--- src/rtl/i2c_byte_ctrl.sv ---
// Byte-level I2C master sequencer: START / byte / ACK / STOP on open-drain SCL/SDA enables,
// steering an external 8-bit shift register. Define I2C_CLK_STRETCH_EN to honour slave clock stretching.
module i2c_byte_ctrl #(
  parameter int PW = 16
) (
  input  logic          clk,
  input  logic          rst_,
  input  logic          srst,
  input  logic [PW-1:0] prescale,
  input  logic          cmd_valid,
  output logic          cmd_ready,
  input  logic          cmd_start,
  input  logic          cmd_write,
  input  logic          cmd_read,
  input  logic          cmd_stop,
  input  logic          tx_ack,
  output logic          done,
  output logic          busy,
  output logic          rx_ack,
  output logic          sr_load,
  output logic          sr_shift,
  input  logic          sr_serial_o,
  output logic          sr_serial_i,
  input  logic          scl_i,
  input  logic          sda_i,
  output logic          scl_oen,
  output logic          sda_oen,
  output logic [2:0]    state_dbg
);

  typedef enum logic [2:0] {S_IDLE, S_START, S_DATA, S_ACK, S_STOP, S_FIN} state_t;
  localparam logic [1:0] PH_A = 2'd0, PH_B = 2'd1, PH_C = 2'd2, PH_D = 2'd3;

  state_t        state, state_nx;
  logic [PW-1:0] qcnt;
  logic [1:0]    phase;
  logic [2:0]    bitcnt;
  logic          c_byte, c_write, c_stop, c_txack;
  logic          scl_hold, sda_hold, scl_drv, sda_drv;
  logic          accept, phased, last_clk, stall, tick, phase_end;

  // Command handshake: a command transfers on a cycle with cmd_valid && cmd_ready.
  // cmd_ready is high only in IDLE; a request made while busy is dropped, not queued.
  assign cmd_ready = (state == S_IDLE);
  assign accept    = cmd_valid & cmd_ready & ~srst;
  assign sr_load   = accept & cmd_write;
  assign state_dbg = state;
  assign phased    = (state == S_START) || (state == S_DATA) || (state == S_ACK) || (state == S_STOP);
  assign last_clk  = (qcnt == prescale);

`ifdef I2C_CLK_STRETCH_EN
  // A released SCL still read low means the slave is stretching: freeze the quarter-bit timer.
  assign stall = phased & scl_oen & ~scl_i & ((phase == PH_B) || (phase == PH_C));
`else
  logic unused_scl_i;
  assign unused_scl_i = scl_i;
  assign stall        = 1'b0;
`endif

  assign tick      = phased & last_clk & ~stall;
  assign phase_end = tick & (phase == PH_D);
  assign scl_oen   = scl_drv;
  assign sda_oen   = sda_drv;

  // Outside phased states the lines keep whatever level the last phase left them at.
  always_comb begin
    state_nx = state;
    scl_drv  = scl_hold;
    sda_drv  = sda_hold;
    sr_shift = 1'b0;
    done     = 1'b0;
    busy     = 1'b0;
    case (state)
      S_IDLE: begin
        if (accept) begin
          if (cmd_start)                  state_nx = S_START;
          else if (cmd_write || cmd_read) state_nx = S_DATA;
          else if (cmd_stop)              state_nx = S_STOP;
          else                            state_nx = S_FIN;
        end
      end
      S_START: begin
        busy    = 1'b1;
        scl_drv = (phase != PH_D);
        sda_drv = (phase == PH_A) || (phase == PH_B);
        if (phase_end) state_nx = c_byte ? S_DATA : (c_stop ? S_STOP : S_FIN);
      end
      S_DATA: begin
        busy     = 1'b1;
        scl_drv  = (phase == PH_B) || (phase == PH_C);
        sda_drv  = c_write ? sr_serial_o : 1'b1;
        sr_shift = phase_end;
        if (phase_end && bitcnt == 3'd0) state_nx = S_ACK;
      end
      S_ACK: begin
        busy    = 1'b1;
        scl_drv = (phase == PH_B) || (phase == PH_C);
        sda_drv = c_write ? 1'b1 : c_txack;
        if (phase_end) state_nx = c_stop ? S_STOP : S_FIN;
      end
      S_STOP: begin
        busy    = 1'b1;
        scl_drv = (phase != PH_A);
        sda_drv = (phase == PH_D);
        if (phase_end) state_nx = S_FIN;
      end
      S_FIN: begin
        done     = 1'b1;
        state_nx = S_IDLE;
      end
      default: state_nx = S_IDLE;
    endcase
  end

  always_ff @(posedge clk or negedge rst_) begin
    if (!rst_) begin
      state <= S_IDLE;  qcnt <= '0;  phase <= PH_A;  bitcnt <= 3'd0;
      c_byte <= 1'b0;   c_write <= 1'b0;  c_stop <= 1'b0;  c_txack <= 1'b0;
      scl_hold <= 1'b1; sda_hold <= 1'b1; rx_ack <= 1'b1;  sr_serial_i <= 1'b1;
    end else if (srst) begin
      state <= S_IDLE;  qcnt <= '0;  phase <= PH_A;  bitcnt <= 3'd0;
      c_byte <= 1'b0;   c_write <= 1'b0;  c_stop <= 1'b0;  c_txack <= 1'b0;
      scl_hold <= 1'b1; sda_hold <= 1'b1; rx_ack <= 1'b1;  sr_serial_i <= 1'b1;
    end else begin
      state    <= state_nx;
      scl_hold <= scl_drv;
      sda_hold <= sda_drv;
      if (accept) begin
        c_byte  <= cmd_write | cmd_read;
        c_write <= cmd_write;
        c_stop  <= cmd_stop;
        c_txack <= tx_ack;
      end
      if (state_nx != state) begin
        qcnt  <= '0;
        phase <= PH_A;
      end else if (phased && !stall) begin
        if (last_clk) begin
          qcnt  <= '0;
          phase <= phase + 2'd1;
        end else begin
          qcnt <= qcnt + 1'b1;
        end
      end
      if (state_nx == S_DATA && state != S_DATA) bitcnt <= 3'd7;
      else if (sr_shift && bitcnt != 3'd0)        bitcnt <= bitcnt - 3'd1;
      if (state == S_DATA && phase == PH_C && tick)            sr_serial_i <= sda_i;
      if (state == S_ACK && phase == PH_C && tick && c_write)  rx_ack <= sda_i;
    end
  end

endmodule

--- config.mk ---
export PLATFORM = sky130hd
export DESIGN_NAME = i2c_byte_ctrl
export DESIGN_NICKNAME = d
export VERILOG_FILES = /design/src/rtl/i2c_byte_ctrl.sv
export SDC_FILE = /design/constraint.sdc
export NUM_CORES = 1
export LEC_CHECK = 0
export BUFFER_PORTS_ARGS = -buffer_cell sky130_fd_sc_hd__buf_2
export CORE_MARGIN = 1
export CORE_UTILIZATION = 42
export CTS_BUF_LIST = sky130_fd_sc_hd__clkbuf_2 sky130_fd_sc_hd__clkbuf_4 sky130_fd_sc_hd__clkbuf_8
export CTS_CLUSTER_DIAMETER = 50
export DETAILED_ROUTE_END_ITERATION = 6
export PLACE_DENSITY_LB_ADDON = 0.15
export SKIP_CTS_REPAIR_TIMING = 1
export SLEW_MARGIN = 25
export SYNTH_ARGS = -nofsm -noshare
export SYNTH_HDL_FRONTEND = slang
export SYNTH_SLANG_ARGS = --single-unit
--- constraint.sdc ---
create_clock -name clk -period 3 [get_ports clk]
set_clock_uncertainty 0.1 [all_clocks]
set_input_delay 0.45 -clock clk [delete_from_list [all_inputs] [get_ports clk]]
set_output_delay 0.45 -clock clk [all_outputs]
set_load 0.01 [all_outputs]
---- Word level (Yosys, flattened, before mapping) ----
Cells that the tools add are included.
operators by class
  muxes and demuxes ....................... 44
  bitwise logic cells ..................... 7
  reduce and logical (&&, ||, !) cells .... 28
  equal/unequal tests ..................... 13
  add/subtract/negate cells ............... 3
operator list
  operator                                                                 number
  16-bit two-way mux                                                       4
  3-bit two-way mux                                                        12
  1-bit two-way mux                                                        21
  16-bit by 1-bit adder with 16-bit output, second input constant          1
  16-bit equality test                                                     1
  3-bit case mux with 5 select lines                                       1
  3-bit nonzero test                                                       4
  3-bit by 2-bit equality test with 1-bit output, second input constant    3
  1-bit logical AND                                                        8
  2-bit two-way mux                                                        4
  2-bit nonzero test                                                       4
  3-bit equality test, second input constant                               2
  3-bit zero test                                                          2
  1-bit logical OR                                                         6
  1-bit AND                                                                5
  2-bit equality test, second input constant                               2
  1-bit case mux with 4 select lines                                       1
  4-bit OR reduction                                                       1
  3-bit by 1-bit equality test with 1-bit output, second input constant    1
  3-bit by 2-bit inequality test with 1-bit output, second input constant  1
  3-bit inequality test                                                    1
  1-bit case mux with 3 select lines                                       1
  3-bit by 1-bit subtractor with 3-bit output, second input constant       1
  2-bit by 1-bit adder with 2-bit output, second input constant            1
  7 further kinds                                                          7
word-level totals
  input bits .............................. 28
  output and inout bits ................... 12
  register bits ........................... 32

---- Longest topological paths before layout ----
  depth in word-level cells ............... 13
  mapped depth ............................ 8
  depth with buffers taken out ............ 7

---- Worst setup path after synthesis ----
Ideal clock, no wire load.
  path kind ............................... register to register
  from .................................... register state[2], in the netlist state_dbg[2]
  to ...................................... register phase[0]
  slack ................................... 712 ps
  path buffers ............................ 1
  data arrival time ....................... 2046 ps
  cell stages (with the launch flop) ...... 7
  cell sequence ........................... dfrtp_1 -> nor3_4 -> nand2_4 -> o311a_1 -> o32ai_4 -> buf_6 -> a211oi_1
on the way
  elaborated cells between the ends (all ways) .. 25
RTL lines
  element                                                             RTL line  text
  start: declaration                                                  34        state_t state, state_nx;
  start signal: assignment                                            125       state <= state_nx;
  3-bit zero test (*)                                                 44        assign cmd_ready = (state == S_IDLE);
  named net cmd_ready                                                 11        output logic cmd_ready,
  1-bit AND (2 in series)                                             45        assign accept = cmd_valid & cmd_ready & ~srst;
  3-bit two-way mux                                                   75        if (accept) begin
  3-bit case mux with 5 select lines (*)                              73        case (state)
  3-bit inequality test (*)                                           134       if (state_nx != state) begin
  3-bit nonzero test (no line) or 2-bit two-way mux (tied branches)   n/a
  2-bit AND reduction (no line) or 2-bit two-way mux (tied branches)  n/a
  end signal: assignment                                              140       phase <= phase + 2'd1;
  end: declaration                                                    36        logic [1:0] phase;
Mark *: on every way through the listed nets, which the timed path passes. The rest lies on a longest branch.
A chain may end at the register's enable or synchronous reset.

---- Worst setup path in the final report ----
  from .................................... register state[0], in the netlist state_dbg[0]
  to ...................................... output sda_oen
on the way
  word-level cells in the longest chain between the ends .. 2
  elaborated cells between the ends (all ways) .. 5
RTL lines
  element                                      RTL line  text
  3-bit equality test (tied with other cells)  73
  1-bit case mux with 4 select lines (*)       73
  end: declaration                             27        output logic sda_oen,
Every way passes the cells marked *; elsewhere a longest branch is shown, timed or not.

==> impl_metrics.csv <==
group,metric,value,unit
timing,tightest_slew,0.786,ns
route,route.vias.total,1872,
layout,num_antenna_cells,0,
placed_design,dpl_cell_area,2460,um2
placed_design,io_buffer_count,38,
global_routing,grt_pass1_vias,1863,
clocking,cts_tree,"yes",
hold_path,hp-class,"input pin to async pin",
timing,finalMaxSlewViolations,0,
global_routing,grt_use_total,21.1,%
power,p_seq_share,48.9,%
clocking,path_clk_slew,0.07,ns
power,vdd_drop_max,0.202,mV
power,power_switching,0.000259,W
timing,finalHoldViolCount,0,
logic_synthesis,synth_nets,266,
route,routed_via_density,5.54,
die,die-height,74.3,um
placed_design,hpwl,3.54,mm
logic_synthesis,synth_top_flop_cell,"dfrtp_1",
worst_setup_path,startpoint_type,"flop",
clocking,cts_buffer_depth,2,
clocking,cts_made_buffers,5,
power,p_clk_share,35.2,%
logic_synthesis,ys_seq_area_share,36.7,%
route,routed_wirelength,5.14,mm
logic_synthesis,synth.top_cell.area_share,31.9,%
die,die_x,74.3,um
logic_synthesis,ys_top_cells_by_area,"dfrtp_1, xnor2_1, a211oi_1",
run,maxCapViolations,0,
logic_synthesis,yosysUniqueCellTypes,49,
layout,drive_above_1_share,24.0,%
timing,fin_ws,0.373,ns
logic_synthesis,ys_ff_latch,32,
timing,tns,0,ns
layout,fin_cells,338,
worst_setup_path,end_kind,"primary output",
die,die_area,5520,um2
global_routing,grt_max_degree,33,
global_routing,grt_overflow,0,
clocking,clk_latency,0.29,ns
power,power_leakage,1.08,nW
route,drcViolationCount,0,
placed_design,pre_cts_ws,0.333,ns
clocking,cts-root-buf,"clkbuf_8",
layout,syn_to_final_growth,16.0,%
logic_synthesis,yosysTopAreaCell,"dfrtp_1",
clocking,clock_sinks,32,
logic_synthesis,yosysWarnings,0,
layout,final_common_cell,"buf_2",
logic_synthesis,async_flop_share,100,%
layout,final_cell_area,2540,um2
layout,multi_input_area,1300,um2
die,core,4880,um2
timing,min_period,2.63,ns
layout,final_cell_mix,"buf_2, dfrtp_1, xnor2_1",
layout,n_fill_cell,477,
logic_synthesis,avgSynthCellArea,9.50,um2
timing,relSlewSlack,47.6,%
worst_setup_path,cp.required,2.45,ns
die,row_count,25,
placed_design,gp_congestion,0.791,
route,first_pass_iters,4,
timing,fmax,381,MHz
layout,fin_util,52.2,%
power,power_density,365,nW/um2
timing,rsz0062_at_grt,"no",
layout,regArea,806,um2
power,p_comb_share,16.0,%
global_routing,antenna_found_initial,0,
route,drt-initial-drc-count,82,
route,routedWlPerCell,15.2,um
die,ios,40,
status,status,"complete, no violations",
placed_design,dp_cells,331,
power,p_int,0.000669,W
worst_setup_path,cp_max_fo,24,
timing,setup_violations,0,
worst_setup_path,critPathKind,"flop to primary output",
layout,final_nets,306,
worst_setup_path,crit_arrival,2.08,ns
global_routing,grt_pass1_wl,8.78,mm
logic_synthesis,netlist_instances,231,
logic_synthesis,synth_edf_count,0,
clocking,h-tree-depth,2,
logic_synthesis,netlist_area,2190,um2
route,ant_nets,0,
timing,finalCritPeriodShare,87.6,%
power,swShare,27.9,%
die,initial_core_util,44.9,%
-- state kept, by name, indices dropped and copies added (netlist names) --
| signal | count |
|---|---|
| sda_hold | 1 |
| c_write | 1 |
| c_txack | 1 |
| bitcnt | 3 |
| phase | 2 |
| state_dbg | 3 |
| c_stop | 1 |
| rx_ack | 1 |
| sr_serial_i | 1 |
| c_byte | 1 |
| scl_hold | 1 |
| qcnt | 16 |
-- cell families after synthesis --
| logic type | after synthesis | share of synthesized area [%] |
|---|---|---|
| buffers and inverters | 20 | 3.94 |
| multiplexers | 5 | 2.34 |
| AND/OR/NAND/NOR | 78 | 21.4 |
| adder cells (fa/ha/maj) | 7 | 3.99 |
| AO/OA/AOI/OAI | 56 | 18.4 |
| flip-flops | 32 | 36.7 |
| XOR/XNOR | 33 | 13.2 |
-- layout make-up --
type	count	share of cell area (%)
clock buffer	6	3.00
clock inverter	1	0.197
inverter	8	1.18
multi-input combinational	179	51.1
sequential	32	31.7
tap	67	3.29
timing repair buffer	45	9.54
-- routing by layer --
metal	vias to the layer above	share of wire [%]	track usage (%)	wire length, um
li1	928	-	-	-
met1	908	50	30.0	2570
met2	32	46	32.1	2350
met3	4	3.4	3.93	173
met4	0	0.93	7.55	48
met5	-	0	0	0
-- critical path, cell delays in order, from the launching register on --
cell and delay (ns):
dfrtp_1 0.65, clkinv_1 0.16, buf_4 0.25, a2111oi_0 0.37, a221o_1 0.20, buf_2 0.14
-- synth_stat cells (4+ instances only) --
cell type and number:
dfrtp_1 28, xnor2_1 22, a211oi_1 18, nand4_1 15, nor2_1 13, o21ai_0 12, xor2_1 11, a21oi_1 9
nand2_1 8, and3_1 7, clkbuf_1 7, ha_1 7, inv_1 7, nand3_1 7, nor2b_1 5, and2_1 4
dfstp_2 4, mux2i_1 4, nor3_1 4
-- metrics by stage --
stage	hold WS (ns)	power (W)
after floorplan	0.0544	0.000548
after global placement	0.415	0.000609
after detailed placement	0.426	0.000610
after CTS	0.147	0.000939
after global routing	0.182	0.000977
final	0.115	0.000928
-- power by group through the flow --
stage	logic (W)	clock network [W]	registers, W
finish	0.000148	0.000326	0.000454
floorplan	0.0000882	0	0.000459
global route	0.000166	0.000356	0.000455
detailed placement	0.000149	0	0.000461
CTS	0.000150	0.000336	0.000453
global placement	0.000148	0	0.000461
-- path summary, 6_finish.rpt --
check | start | endpoint | slack [ns] | cells past startpoint
setup / recovery | state_dbg[0] | sda_oen | 0.37 | 5
hold / removal | rst_ | bitcnt[1] | 0.12 | 1
setup reg to reg | qcnt[0] | qcnt[1] | 0.44 | 6
hold reg to reg | c_txack | c_txack | 0.43 | 2
max in group asynchronous | rst_ | c_txack | 2.22 | 1
min in group clk | cmd_stop | c_stop | 0.34 | 3
No activity file was read; power rests on OpenSTA's default activity.
